## src/rtl/result_hex_tx.sv

```systemverilog
// Formats two captured result bytes as ASCII hex plus a line ending and feeds them to a UART tx.
// Optional: define RESULT_PREFIX_EN to start every message with '='.
module result_hex_tx #(
  parameter int unsigned HEX_UPPER = 1,
  parameter int unsigned EOL_CRLF  = 1
) (
  input  logic       clk,
  input  logic       resetq,
  input  logic [7:0] res_data1,
  input  logic       res_rdy1,
  input  logic [7:0] res_data2,
  input  logic       res_rdy2,
  input  logic       tx_busy,
  output logic [7:0] tx_data,
  output logic       tx_data_rdy,
  output logic       fmt_busy,
  output logic       overrun
);

`ifdef RESULT_PREFIX_EN
  localparam int unsigned PreLen = 1;
`else
  localparam int unsigned PreLen = 0;
`endif
  localparam int unsigned EolLen   = (EOL_CRLF != 0) ? 2 : 1;
  localparam int unsigned NumChars = PreLen + 4 + EolLen;
  localparam logic [2:0]  LastIdx  = 3'(NumChars - 1);

  typedef enum logic [2:0] {StIdle, StLoad, StSend, StAck, StDrain} state_e;

  state_e     state_q, state_d;
  logic [7:0] slot1_q, slot1_d, slot2_q, slot2_d;
  logic       valid1_q, valid1_d, valid2_q, valid2_d;
  logic [7:0] buf1_q, buf1_d, buf2_q, buf2_d;
  logic [2:0] idx_q, idx_d;
  logic [7:0] tx_data_q, tx_data_d;
  logic       tx_rdy_q, tx_rdy_d;
  logic       overrun_q, overrun_d;
  logic [2:0] pos;
  logic [7:0] cur_char;
  logic       clr_valid;

  function automatic logic [7:0] hex_char(input logic [3:0] n);
    if (n < 4'd10)           return 8'h30 + {4'h0, n};
    else if (HEX_UPPER != 0) return 8'h37 + {4'h0, n};
    else                     return 8'h57 + {4'h0, n};
  endfunction

  // Character selected by the current index, prefix removed before decoding.
  always_comb begin
    pos      = idx_q - 3'(PreLen);
    cur_char = 8'h0A;
    case (pos)
      3'd0:    cur_char = hex_char(buf1_q[7:4]);
      3'd1:    cur_char = hex_char(buf1_q[3:0]);
      3'd2:    cur_char = hex_char(buf2_q[7:4]);
      3'd3:    cur_char = hex_char(buf2_q[3:0]);
      3'd4:    cur_char = (EOL_CRLF != 0) ? 8'h0D : 8'h0A;
      default: cur_char = 8'h0A;
    endcase
`ifdef RESULT_PREFIX_EN
    if (idx_q == 3'd0) cur_char = 8'h3D;
`endif
  end

  always_comb begin
    state_d   = state_q;
    idx_d     = idx_q;
    buf1_d    = buf1_q;
    buf2_d    = buf2_q;
    tx_data_d = tx_data_q;
    tx_rdy_d  = 1'b0;
    overrun_d = overrun_q;
    slot1_d   = slot1_q;
    slot2_d   = slot2_q;
    // LOAD empties both slots, so a pulse in that cycle is a fresh capture.
    clr_valid = (state_q == StLoad);
    valid1_d  = valid1_q & ~clr_valid;
    valid2_d  = valid2_q & ~clr_valid;

    if (res_rdy1) begin
      if (valid1_q && !clr_valid) begin
        overrun_d = 1'b1;
      end else begin
        slot1_d  = res_data1;
        valid1_d = 1'b1;
      end
    end
    if (res_rdy2) begin
      if (valid2_q && !clr_valid) begin
        overrun_d = 1'b1;
      end else begin
        slot2_d  = res_data2;
        valid2_d = 1'b1;
      end
    end

    case (state_q)
      StIdle: begin
        if (valid1_q && valid2_q) state_d = StLoad;
      end
      StLoad: begin
        buf1_d  = slot1_q;
        buf2_d  = slot2_q;
        idx_d   = 3'd0;
        state_d = StSend;
      end
      StSend: begin
        if (!tx_busy) begin
          tx_data_d = cur_char;
          tx_rdy_d  = 1'b1;
          state_d   = StAck;
        end
      end
      // Gives the UART a cycle to raise busy before it is trusted.
      StAck: state_d = StDrain;
      StDrain: begin
        if (!tx_busy) begin
          if (idx_q == LastIdx) begin
            state_d = StIdle;
          end else begin
            idx_d   = idx_q + 3'd1;
            state_d = StSend;
          end
        end
      end
      default: state_d = StIdle;
    endcase
  end

  always_ff @(posedge clk or negedge resetq) begin
    if (!resetq) begin
      state_q   <= StIdle;
      slot1_q   <= 8'h00;
      slot2_q   <= 8'h00;
      valid1_q  <= 1'b0;
      valid2_q  <= 1'b0;
      buf1_q    <= 8'h00;
      buf2_q    <= 8'h00;
      idx_q     <= 3'd0;
      tx_data_q <= 8'h00;
      tx_rdy_q  <= 1'b0;
      overrun_q <= 1'b0;
    end else begin
      state_q   <= state_d;
      slot1_q   <= slot1_d;
      slot2_q   <= slot2_d;
      valid1_q  <= valid1_d;
      valid2_q  <= valid2_d;
      buf1_q    <= buf1_d;
      buf2_q    <= buf2_d;
      idx_q     <= idx_d;
      tx_data_q <= tx_data_d;
      tx_rdy_q  <= tx_rdy_d;
      overrun_q <= overrun_d;
    end
  end

  assign tx_data     = tx_data_q;
  assign tx_data_rdy = tx_rdy_q;
  assign fmt_busy    = (state_q != StIdle);
  assign overrun     = overrun_q;

endmodule
```

## config.mk

```make
export PLATFORM = sky130hd
export DESIGN_NAME = result_hex_tx
export DESIGN_NICKNAME = d
export VERILOG_FILES = /design/src/rtl/result_hex_tx.sv
export SDC_FILE = /design/constraint.sdc
export NUM_CORES = 1
export LEC_CHECK = 0
export ABC_AREA = 1
export BUFFER_PORTS_ARGS = -buffer_cell sky130_fd_sc_hd__buf_2
export CAP_MARGIN = 10
export CORE_AREA = 2 2 88 64
export DETAILED_ROUTE_END_ITERATION = 8
export DIE_AREA = 0 0 90 66
export GPL_TIMING_DRIVEN = 0
export PLACE_DENSITY = 0.79
export SYNTH_ARGS = -nofsm -noshare
export SYNTH_HDL_FRONTEND = slang
export SYNTH_SLANG_ARGS = --single-unit
```

## constraint.sdc

```tcl
create_clock -name clk -period 1.4 [get_ports clk]
set_input_delay 0.07 -clock clk [delete_from_list [all_inputs] [get_ports clk]]
set_output_delay 0.07 -clock clk [all_outputs]
set_load 0.01 [all_outputs]
```

==> results of run 1 <==
-- metrics by stage --
step	cell area [sq um]	worst slack [ps]	TNS (ps)	instances
after detailed placement	2820	-196	-959	434
after global routing	3470	-166	-978	472
final	3470	-70.1	-216	472
after floorplan	2580	12.2	0	332
after global placement	2820	-140	-623	434
after CTS	3200	-47.1	-91.0	464
-- final timing paths --
kind                            depth (start not counted)  slack, ps                   start                     end
worst min register to register                          2        490  tx_data[0]$_DFFE_PN0P_  tx_data[0]$_DFFE_PN0P_
min in group asynchronous                               2        340                  resetq    idx_q[2]$_DFFE_PN0P_
worst max-delay path                                   10        -70    idx_q[0]$_DFFE_PN0P_  tx_data[3]$_DFFE_PN0P_
max in group asynchronous                               2        580                  resetq   buf2_q[2]$_DFFE_PN0P_
worst max register to register                         10        -70    idx_q[0]$_DFFE_PN0P_  tx_data[3]$_DFFE_PN0P_
worst min-delay path                                    3         -9            res_data1[2]  slot1_q[2]$_DFFE_PN0P_
-- sequential cells by signal, summed over array words and instances, names as in the netlist --
signal,cells
buf1_q,8
buf2_q,8
idx_q,3
overrun,1
slot1_q,8
slot2_q,8
state_q,3
tx_data,7
tx_data_rdy,1
valid1_q,1
valid2_q,1
-- area by class of cell --
class                           instances  area [sq um]  share of cell area, %
Multi-Input combinational cell        224          1390                   39.9
Inverter                               53           211                   6.10
Clock inverter                          2          17.5                  0.505
Buffer                                  6          45.0                   1.30
Clock buffer                            6          82.6                   2.38
Tap cell                               72          90.1                   2.60
Sequential cell                        49          1230                   35.5
Timing Repair Buffer                   60           404                   11.7
-- synthesized netlist by cell type, drive strengths merged --
cell	n	area, sq um
a21boi	1	7.51
a21oi	19	95.1
and2	1	6.26
buf	3	26.3
clkbuf	3	11.3
conb	1	3.75
dfrtp	49	1230
ha	9	113
inv	53	199
mux2	4	52.6
nand2	94	370
nand3	20	113
nand4	1	6.26
nor2	39	154
nor3	1	5.00
o211ai	2	15.0
o21ai	26	130
o21bai	2	15.0
o221ai	1	8.76
o31ai	1	7.51
or2	2	12.5
-- power by group --
part	total [mW]	internal (mW)	switching [mW]
sequential	2.59	2.07	0.517
combinational	4.17	1.74	2.44
clock	0.946	0.411	0.535
total	7.70	4.22	3.49
-- worst max-delay path: cells and delay by family, from the launching register on --
family,cells,cell delay (ps)
AOI/OAI and AO/OA,1,140
adders and majority gates,1,150
buffers and inverters,3,210
DFF,1,480
and+or+nand+nor,5,430
-- routing by layer --
metal / vias to the layer above / global-route usage (%)
li1: 1173 / -
met1: 1118 / 27.8
met2: 67 / 36.7
met3: 12 / 3.88
met4: 0 / 10.4
met5: - / 0
-- cell families after synthesis --
| kind of cell | Yosys count | synth area share [%] |
|---|---|---|
| AOI/OAI and AO/OA | 52 | 10.8 |
| DFF | 49 | 47.6 |
| muxes | 4 | 2.04 |
| other | 1 | 0.145 |
| buffers and inverters | 59 | 9.17 |
| and+or+nand+nor | 158 | 25.9 |
| adders and majority gates | 9 | 4.37 |
-- what timing repair did --
item | 4_1_cts | 5_1_grt
gates cloned | 0 | 0
hold buffers | 9 | 0
endpoints found under the setup margin | 12 | 29
pin swaps | 15 | 23
setup buffers | 13 | 8
hold endpoints to repair | 57 | 0
gates resized for setup | 40 | 68
==> metrics.cfg, run 1 <==
[worst_setup_path]
critPathKind = reg -> reg
critPathMaxFanout = 3
cp_data_required_time_ps = 1650
critical_path.startpoint_type = register
cp_slowest_cell = dfrtp_2
worstPathArrival_ps = 1720
crit_path_end_kind = register
path_cells = inv_4 -> ha_4 -> inv_4 -> nor2_4 -> inv_2 -> nor2_4 -> nand2_2 -> nand2_2 -> nor2_2 -> a21boi_1
critPathMaxStageDelay_ps = 480

[power]
power_mw = 7.70
p_per_area_nw_per_um2 = 2220
ir_drop_uv = 1130
leakagePower_nw = 1.80

[timing]
finalCritPeriodShare_pct = 105
hold_slack_ps = -8.65
slew_headroom_pct = 55.8
setup_viol = 7
hold_violations = 4
fin_ws_ps = -70.1
rsz0062_at_grt = yes
drv_slew = 0
skew_ps = 4.69
min_period_ps = 1470
worst_pin_slew_ps = 664
fmax_ghz = 0.680

[synth]
syn-instance-count = 332
ys_seq_elements = 49
yosysSeqAreaShare_pct = 47.6
ys_warn_count = 0
synth_nets = 362
ys_types = 29
syn_avg_cell_area_sq_um = 7.76
syn-cell-area_sq_um = 2580

[global_routing]
gr-usage-all-layers_pct = 21.8
antenna_found_initial = 0
overflow = 0
grt_pass1_vias = 2235
grt_max_degree = 50
grt_pass1_wl_mm = 10.1

[floorplan]
io_pins = 32
coreArea_sq_um = 5120
initial_utilization_pct = 50.3
fp.dieH_um = 66
num_rows = 22
die-width_um = 90
die_area_sq_um = 5940

[placed_design]
port_buffers = 30
place_congestion = 0.872
dpl.hpwl_mm = 4.06

[clock_tree]
cts.sinks = 49
cts-root-buf = clkbuf_8
h-tree-depth = 2
tritoncts = yes
clkTransAtPathRegs_ps = 100
max-clock-path-buffers = 2
cts-buffers-inserted = 5
insertion_delay_ps = 320

[run_status]
failed_checks = negative hold slack, negative setup slack
status = complete, but fails checks

[drt]
wl_met1_mm = 2.95
drt_first_pass_iters = 5
routed_wl_mm = 6.45
top_layer_used = met4
vias = 2370
drc = 0
drt-initial-drc-count = 186
wl_met3_um = 281
post_drt_wl_per_cell_um = 13.7
dr_wl_met2_mm = 3.12
routed_via_density = 5.02
ant_nets = 0

[layout]
final_cell_mix = 73 x nand2_1, 44 x dfrtp_1, 31 x inv_1
layout-drive-gt1-share_pct = 37.3
nNetsFinal = 429
n_fill_cell = 423
fin_util_pct = 67.7
layout_commonest_cell = nand2_1
antenna_cells = 0
areaGrowthSynthToFinish_pct = 34.6

[flow_run]
drv_cap = 0

[worst_hold_path]
worst_hold_path_type = in -> reg

Note: power is estimated with default switching activity, not from simulation.
==> run 2, diff against run 1 <==
- GPL_TIMING_DRIVEN: 0 -> 1
==> run 2 against run 1 <==
Effect of this change: the flow finishes with violations (negative setup slack); sequential share of layout area rose by 2.0 points; sequential cell count did not move; clock skew fell by 1.6 ps; final cell count fell by 2.1%; register-to-register slack improved by 20 ps; combinational power fell by 13%; routed wire length fell by 13%; via count fell by 6.0%; worst setup slack improved by 24 ps; critical path type unchanged; largest cell class unchanged; highest routed layer unchanged.
==> metrics.cfg, run 2 (synthesis gave the netlist of run 1 again) <==
[run_status]
status = complete, but fails checks
failed_checks = negative setup slack

[drt]
drt-initial-drc-count = 124  ; -33%
vias = 2228  ; -6.0%
routed_wl_mm = 5.61  ; -13%
drt_first_pass_iters = 6  ; +1
ant_nets = 0  ; unchanged
post_drt_wl_per_cell_um = 12.1  ; -11%
routed_via_density = 4.82  ; -4.0%
drc = 0  ; unchanged

[power]
ir_drop_uv = 1080  ; -4.3%
leakagePower_nw = 1.74  ; -2.9%
power_mw = 7.11  ; -7.7%
p_per_area_nw_per_um2 = 2170  ; -2.2%

[worst_setup_path]
r2r-start = idx_q[1]$_DFFE_PN0P_
cp_slowest_cell = dfrtp_1
startpoint = idx_q[1]$_DFFE_PN0P_
worstPathArrival_ps = 1690  ; -30 ps
critPathMaxStageDelay_ps = 420  ; -60 ps
critPathKind = reg -> reg
critPathMaxFanout = 3  ; unchanged
critical_path.startpoint_type = register
cp_data_required_time_ps = 1650  ; about the same
path_cells = inv_2 -> ha_4 -> inv_4 -> nor2_4 -> inv_2 -> buf_4 -> nor2_2 -> nand2_1 -> nand3_1 -> o21bai_1 -> nand2_1
crit_path_end_kind = register

[timing]
setup_viol = 7  ; unchanged
skew_ps = 3.06  ; -1.63 ps
rsz0062_at_grt = yes
tns_ps = -176  ; +40.2 ps
hold_slack_ps = 0.938  ; +9.59 ps
finalCritPeriodShare_pct = 103  ; -1.7 points
hold_violations = 0  ; -4
fin_ws_ps = -45.7  ; +24.4 ps
fmax_ghz = 0.692  ; +1.7%
drv_slew = 0  ; unchanged
min_period_ps = 1450  ; -24.4 ps

[layout]
fin_util_pct = 64.0  ; -3.8 points
antenna_cells = 0  ; unchanged
layout-drive-gt1-share_pct = 27.9  ; -9.3 points
finalNonFillerCells = 462  ; -2.1%
fin_area_sq_um = 3270  ; -5.6%
nNetsFinal = 420  ; -2.1%
areaGrowthSynthToFinish_pct = 27.0
final_cell_mix = 85 x nand2_1, 48 x dfrtp_1, 42 x inv_1
layout_commonest_cell = nand2_1

[clock_tree]
h-tree-depth = 2  ; unchanged
insertion_delay_ps = 300  ; -20 ps
cts.sinks = 49  ; unchanged
tritoncts = yes
max-clock-path-buffers = 2  ; unchanged
cts-root-buf = clkbuf_8
cts-buffers-inserted = 5  ; unchanged
clkTransAtPathRegs_ps = 90  ; about the same

[global_routing]
grt_max_degree = 31  ; -38%
grt_pass1_wl_mm = 9.62  ; -4.5%
antenna_found_initial = 0  ; unchanged
overflow = 0  ; unchanged
grt-busiest-layer = met2
grtUsageMet2_pct = 33.7  ; -3.0 points
grt_pass1_vias = 2128  ; -4.8%
gr-usage-met1_pct = 27.7  ; -0.028 points
met3_usage_pct = 3.53  ; -0.34 points
gr-usage-all-layers_pct = 20.3  ; -1.5 points

[placed_design]
dpl.hpwl_mm = 4.09  ; +0.62%
place_congestion = 0.902  ; +3.5%
place_area_sq_um = 2910  ; +3.1%
dp_cells = 443  ; +2.1%
port_buffers = 30  ; unchanged
dp_slack_ps = -75.7  ; +121 ps

[floorplan]
num_rows = 22  ; unchanged
initial_utilization_pct = 50.3  ; unchanged
fp.dieH_um = 66  ; unchanged
coreArea_sq_um = 5120  ; unchanged
die-width_um = 90  ; unchanged
die_area_sq_um = 5940  ; unchanged
io_pins = 32  ; unchanged

[worst_hold_path]
min_from = res_data1[4]
worst_hold_path_type = in -> reg

[flow_run]
drv_cap = 0  ; unchanged

run 2: cell count changes in the layout (fill, tap and decap cells not counted), sizes merged:
cell	change
bufinv	+1
clkbuf	-5
clkinv	-1
dlygate4sd3	-5
run 2: worst paths after layout:
check                      cells after the start  slack (ps)                      to
min reg2reg                                    2         470  tx_data[0]$_DFFE_PN0P_
max reg2reg                                   11         -50  tx_data[2]$_DFFE_PN0P_
min in group asynchronous                      2         250  tx_data[0]$_DFFE_PN0P_
max                                           11         -50  tx_data[2]$_DFFE_PN0P_
min                                            2         0.9  slot1_q[4]$_DFFE_PN0P_
max in group asynchronous                      3         630    idx_q[0]$_DFFE_PN0P_
run 2: critical path: cells and delay by family (launching register included):
family	cells	cell delay (ps)
AND/OR/NAND/NOR	5	390
AO/OA/AOI/OAI	1	90
adder cells (fa/ha/maj)	1	150
flip-flops	1	420
buffers and inverters	4	340
run 2: routing by layer:
layer / vias to the layer above / share of wire [%]
met3: 9 / 3.5
met2: 52 / 44
met1: 1017 / 50
met5: - / 0
met4: 0 / 2.1
li1: 1150 / -
run 2: cell type report:
type	instances	area [sq um]
Clock inverter	2	38.8
Inverter	53	204
Sequential cell	49	1230
Clock buffer	5	68.8
Tap cell	72	90.1
Fill cell	446	1850
Multi-Input combinational cell	224	1250
Timing Repair Buffer	57	399
run 2: what timing repair did:
action | 4_1_cts | 5_1_grt
resized for setup | 29 | 25
hold buffers | 4 | 0
pin swaps | 12 | 12
setup buffers | 4 | 4
endpoints found under the setup margin | 9 | 26
hold endpoints to repair | 22 | 0
run 2: where the power goes:
| part | internal [mW] | switching [mW] |
|---|---|---|
| Sequential | 2.06 | 0.425 |
| Combinational | 1.48 | 2.13 |
| Clock | 0.529 | 0.481 |
| Total | 4.07 | 3.04 |
==> run 3, diff against run 2 <==
- ABC_AREA: 1 -> 0
- CORE_AREA: 2 2 88 64 -> 2 2 87 64
- DIE_AREA: 0 0 90 66 -> 0 0 89 66
- clock period: 1.4 -> 1.2 ns (I/O delays scaled with it)
==> run 3 against run 2 <==
Effect of this change: the run still ends with negative setup slack left; via count rose by 13%; clock power fell by 4%; critical path type unchanged; combinational power rose by 85%; highest routed layer unchanged.
==> metrics.cfg, run 3 <==
[synth]
synth_top_area_cell = dfrtp_1
dominantRegCellSynth = dfrtp_1
synth_top_area_share_pct = 48.2  ; +0.66 points
ys_top_cells_by_area = dfrtp_1 48%, nand2_1 7.2%, mux2_1 7.1%, ha_1 4.4%, o21ai_1 3.0%
syn_avg_cell_area_sq_um = 9.78  ; +26%
synthTopCellsByCount = 49 x dfrtp_1, 49 x nand2_1, 16 x mux2_1
synth_nets = 290  ; -20%
ys_warn_count = 0  ; unchanged
async_flop_share_pct = 100  ; unchanged
synth_edf_count = 0  ; unchanged
syn-instance-count = 260  ; -22%
syn-cell-area_sq_um = 2540  ; -1.4%
ys_types = 45  ; +55%
ys_seq_elements = 49  ; unchanged
yosysSeqAreaShare_pct = 48.2  ; +0.66 points

[placed_design]
dp_cells = 406  ; -8.4%
place_area_sq_um = 3200  ; +10%
place_congestion = 0.902  ; about the same
dpl.hpwl_mm = 4.41  ; +7.9%
port_buffers = 30  ; unchanged

[worst_setup_path]
critPathMaxStageDelay_ps = 500  ; +80 ps
cp_data_required_time_ps = 1400  ; -250 ps
cp_slowest_cell = dfrtp_2
path_cells = inv_4 -> ha_4 -> a222oi_1 -> nor2_1 -> a21oi_1 -> a21oi_1
crit_buf_inv = 1  ; -3
r2r-start = idx_q[1]$_DFFE_PN0P_
critPathKind = reg -> reg
rr_endpoint = tx_data[5]$_DFFE_PN0P_
critPathMaxFanout = 5  ; +2
rrSetupSlack_ps = -380  ; -340 ps
r2r_cells = 6  ; -5
cpMostUsedCell = a21oi_1
worstPathArrival_ps = 1780  ; +90 ps
critPathTopFamily = compound AO/OA/AOI/OAI gates
critical_path.startpoint_type = register
crit_path_end_kind = register

[global_routing]
met3_usage_pct = 4.87  ; +1.3 points
grt_pass1_vias = 2615  ; +23%
overflow = 0  ; unchanged
grtUsageMet2_pct = 50.1  ; +16 points
grt_pass1_wl_mm = 12.9  ; +35%
gr-usage-met1_pct = 37.8  ; +10 points
gr-usage-all-layers_pct = 29.7  ; +9.4 points
grt-busiest-layer = met2
antenna_found_initial = 0  ; unchanged
grt_max_degree = 50  ; +61%

[layout]
layout-drive-gt1-share_pct = 55.7  ; +28 points
final_cell_mix = 49 x buf_4, 42 x dfrtp_1, 30 x buf_2
nNetsFinal = 399  ; -5.0%
n_fill_cell = 299  ; -33%
antenna_cells = 0  ; unchanged
fin_area_sq_um = 4100  ; +25%
layout_commonest_cell = buf_4
finalNonFillerCells = 442  ; -4.3%
areaGrowthSynthToFinish_pct = 61.3

[floorplan]
fp.dieH_um = 66  ; unchanged
num_rows = 22  ; unchanged
io_pins = 32  ; unchanged
coreArea_sq_um = 5060  ; -1.1%
die_area_sq_um = 5870  ; -1.1%
die-width_um = 89  ; -1.1%
initial_utilization_pct = 50.2  ; -0.14 points

[clock_tree]
h-tree-depth = 2  ; unchanged
cts-root-buf = clkbuf_8
cts.sinks = 49  ; unchanged
max-clock-path-buffers = 2  ; unchanged
insertion_delay_ps = 300  ; about the same
clkTransAtPathRegs_ps = 90  ; about the same
tritoncts = yes
cts-buffers-inserted = 5  ; unchanged

[worst_hold_path]
whs_path_depth = 2  ; unchanged
min_to = valid1_q$_DFF_PN0_
min_from = res_rdy1
worst_hold_path_type = in -> reg

[timing]
rsz0062_at_grt = yes
drv_slew = 0  ; unchanged
min_period_ps = 1580  ; +135 ps
fin_ws_ps = -381  ; -335 ps
tns_ps = -7380  ; -7200 ps
finalCritPeriodShare_pct = 132  ; +28 points
fmax_ghz = 0.632  ; -8.6%
skew_ps = 3.79  ; +0.727 ps
setup_viol = 46  ; +39
hold_violations = 0  ; unchanged

[drt]
vias = 2513  ; +13%
drt-initial-drc-count = 213  ; +72%
routed_wl_mm = 8.76  ; +56%
drc = 0  ; unchanged
ant_nets = 0  ; unchanged
drt_first_pass_iters = 5  ; -1
routed_via_density = 5.69  ; +18%
post_drt_wl_per_cell_um = 19.8  ; +63%

[run_status]
failed_checks = negative setup slack
status = complete, but fails checks

[power]
leakagePower_nw = 1.89  ; +8.4%
p_per_area_nw_per_um2 = 2650  ; +22%
power_mw = 10.9  ; +53%
ir_drop_uv = 1640  ; +51%

[flow_run]
drv_cap = 0  ; unchanged

==> run 3: final cells by class <==
cell class	instances	area, sq um	share of cell area, %
multi-input cells	186	1690	41.3
flip-flops and latches	49	1230	30.1
repair buffers	114	947	23.1
well taps	72	90.1	2.20
clock buffers	6	72.6	1.77
inverters	13	53.8	1.31
clock inverters	2	10.0	0.244
==> run 3: stage by stage <==
step | setup WS (ps) | hold slack [ps] | utilization [%]
floorplan | -284 | -236 | -
global placement | -399 | 67.4 | 63.3
detailed placement | -493 | 66.0 | 63.3
CTS | -345 | 55.5 | 78.2
global route | -483 | 72.2 | 81.0
finish | -381 | 58.8 | 81.0
==> run 3: routing by layer <==
layer	part of all wire [%]	wire [um]
met1	40	3520
met2	51	4480
met3	5.3	462
met4	3.4	301
met5	0	0
==> run 3: logic make-up after synthesis <==
| group | share of synthesized area [%] |
|---|---|
| xor+xnor | 1.38 |
| buf+inv | 4.87 |
| simple gates | 16.4 |
| compound gates | 16.0 |
| fa+ha+maj | 4.43 |
| other cells | 0.147 |
| mux | 8.51 |
| flops | 48.2 |
==> run 3: worst max-delay path by stage <==
stage | start | end | slack, ps | depth (start not counted)
after global placement | idx_q[0]$_DFFE_PN0P_ | tx_data[1]$_DFFE_PN0P_ | -400 | 7
after global routing | buf2_q[4]$_DFFE_PN0P_ | tx_data[2]$_DFFE_PN0P_ | -480 | 7
after detailed placement | idx_q[0]$_DFFE_PN0P_ | tx_data[1]$_DFFE_PN0P_ | -490 | 7
final | idx_q[1]$_DFFE_PN0P_ | tx_data[5]$_DFFE_PN0P_ | -380 | 6
after CTS | buf1_q[5]$_DFFE_PN0P_ | tx_data[2]$_DFFE_PN0P_ | -350 | 7
after floorplan | idx_q[1]$_DFFE_PN0P_ | tx_data[0]$_DFFE_PN0P_ | -280 | 6
==> run 3: report_power, final <==
part | total [mW] | internal [mW] | leakage [nW] | switching, mW
Combinational | 6.67 | 3.50 | 1.26 | 3.17
Clock | 0.969 | 0.406 | 0.0450 | 0.563
Sequential | 3.23 | 2.41 | 0.581 | 0.819
Total | 10.9 | 6.32 | 1.89 | 4.55
==> run 3: repair_timing <==
action,in CTS,in global routing
gates resized for setup,94,51
pin swaps,29,21
hold buffers,17,0
hold endpoints to repair,65,0
cloned,2,0
endpoints found under the setup margin,45,47
setup buffers,11,3
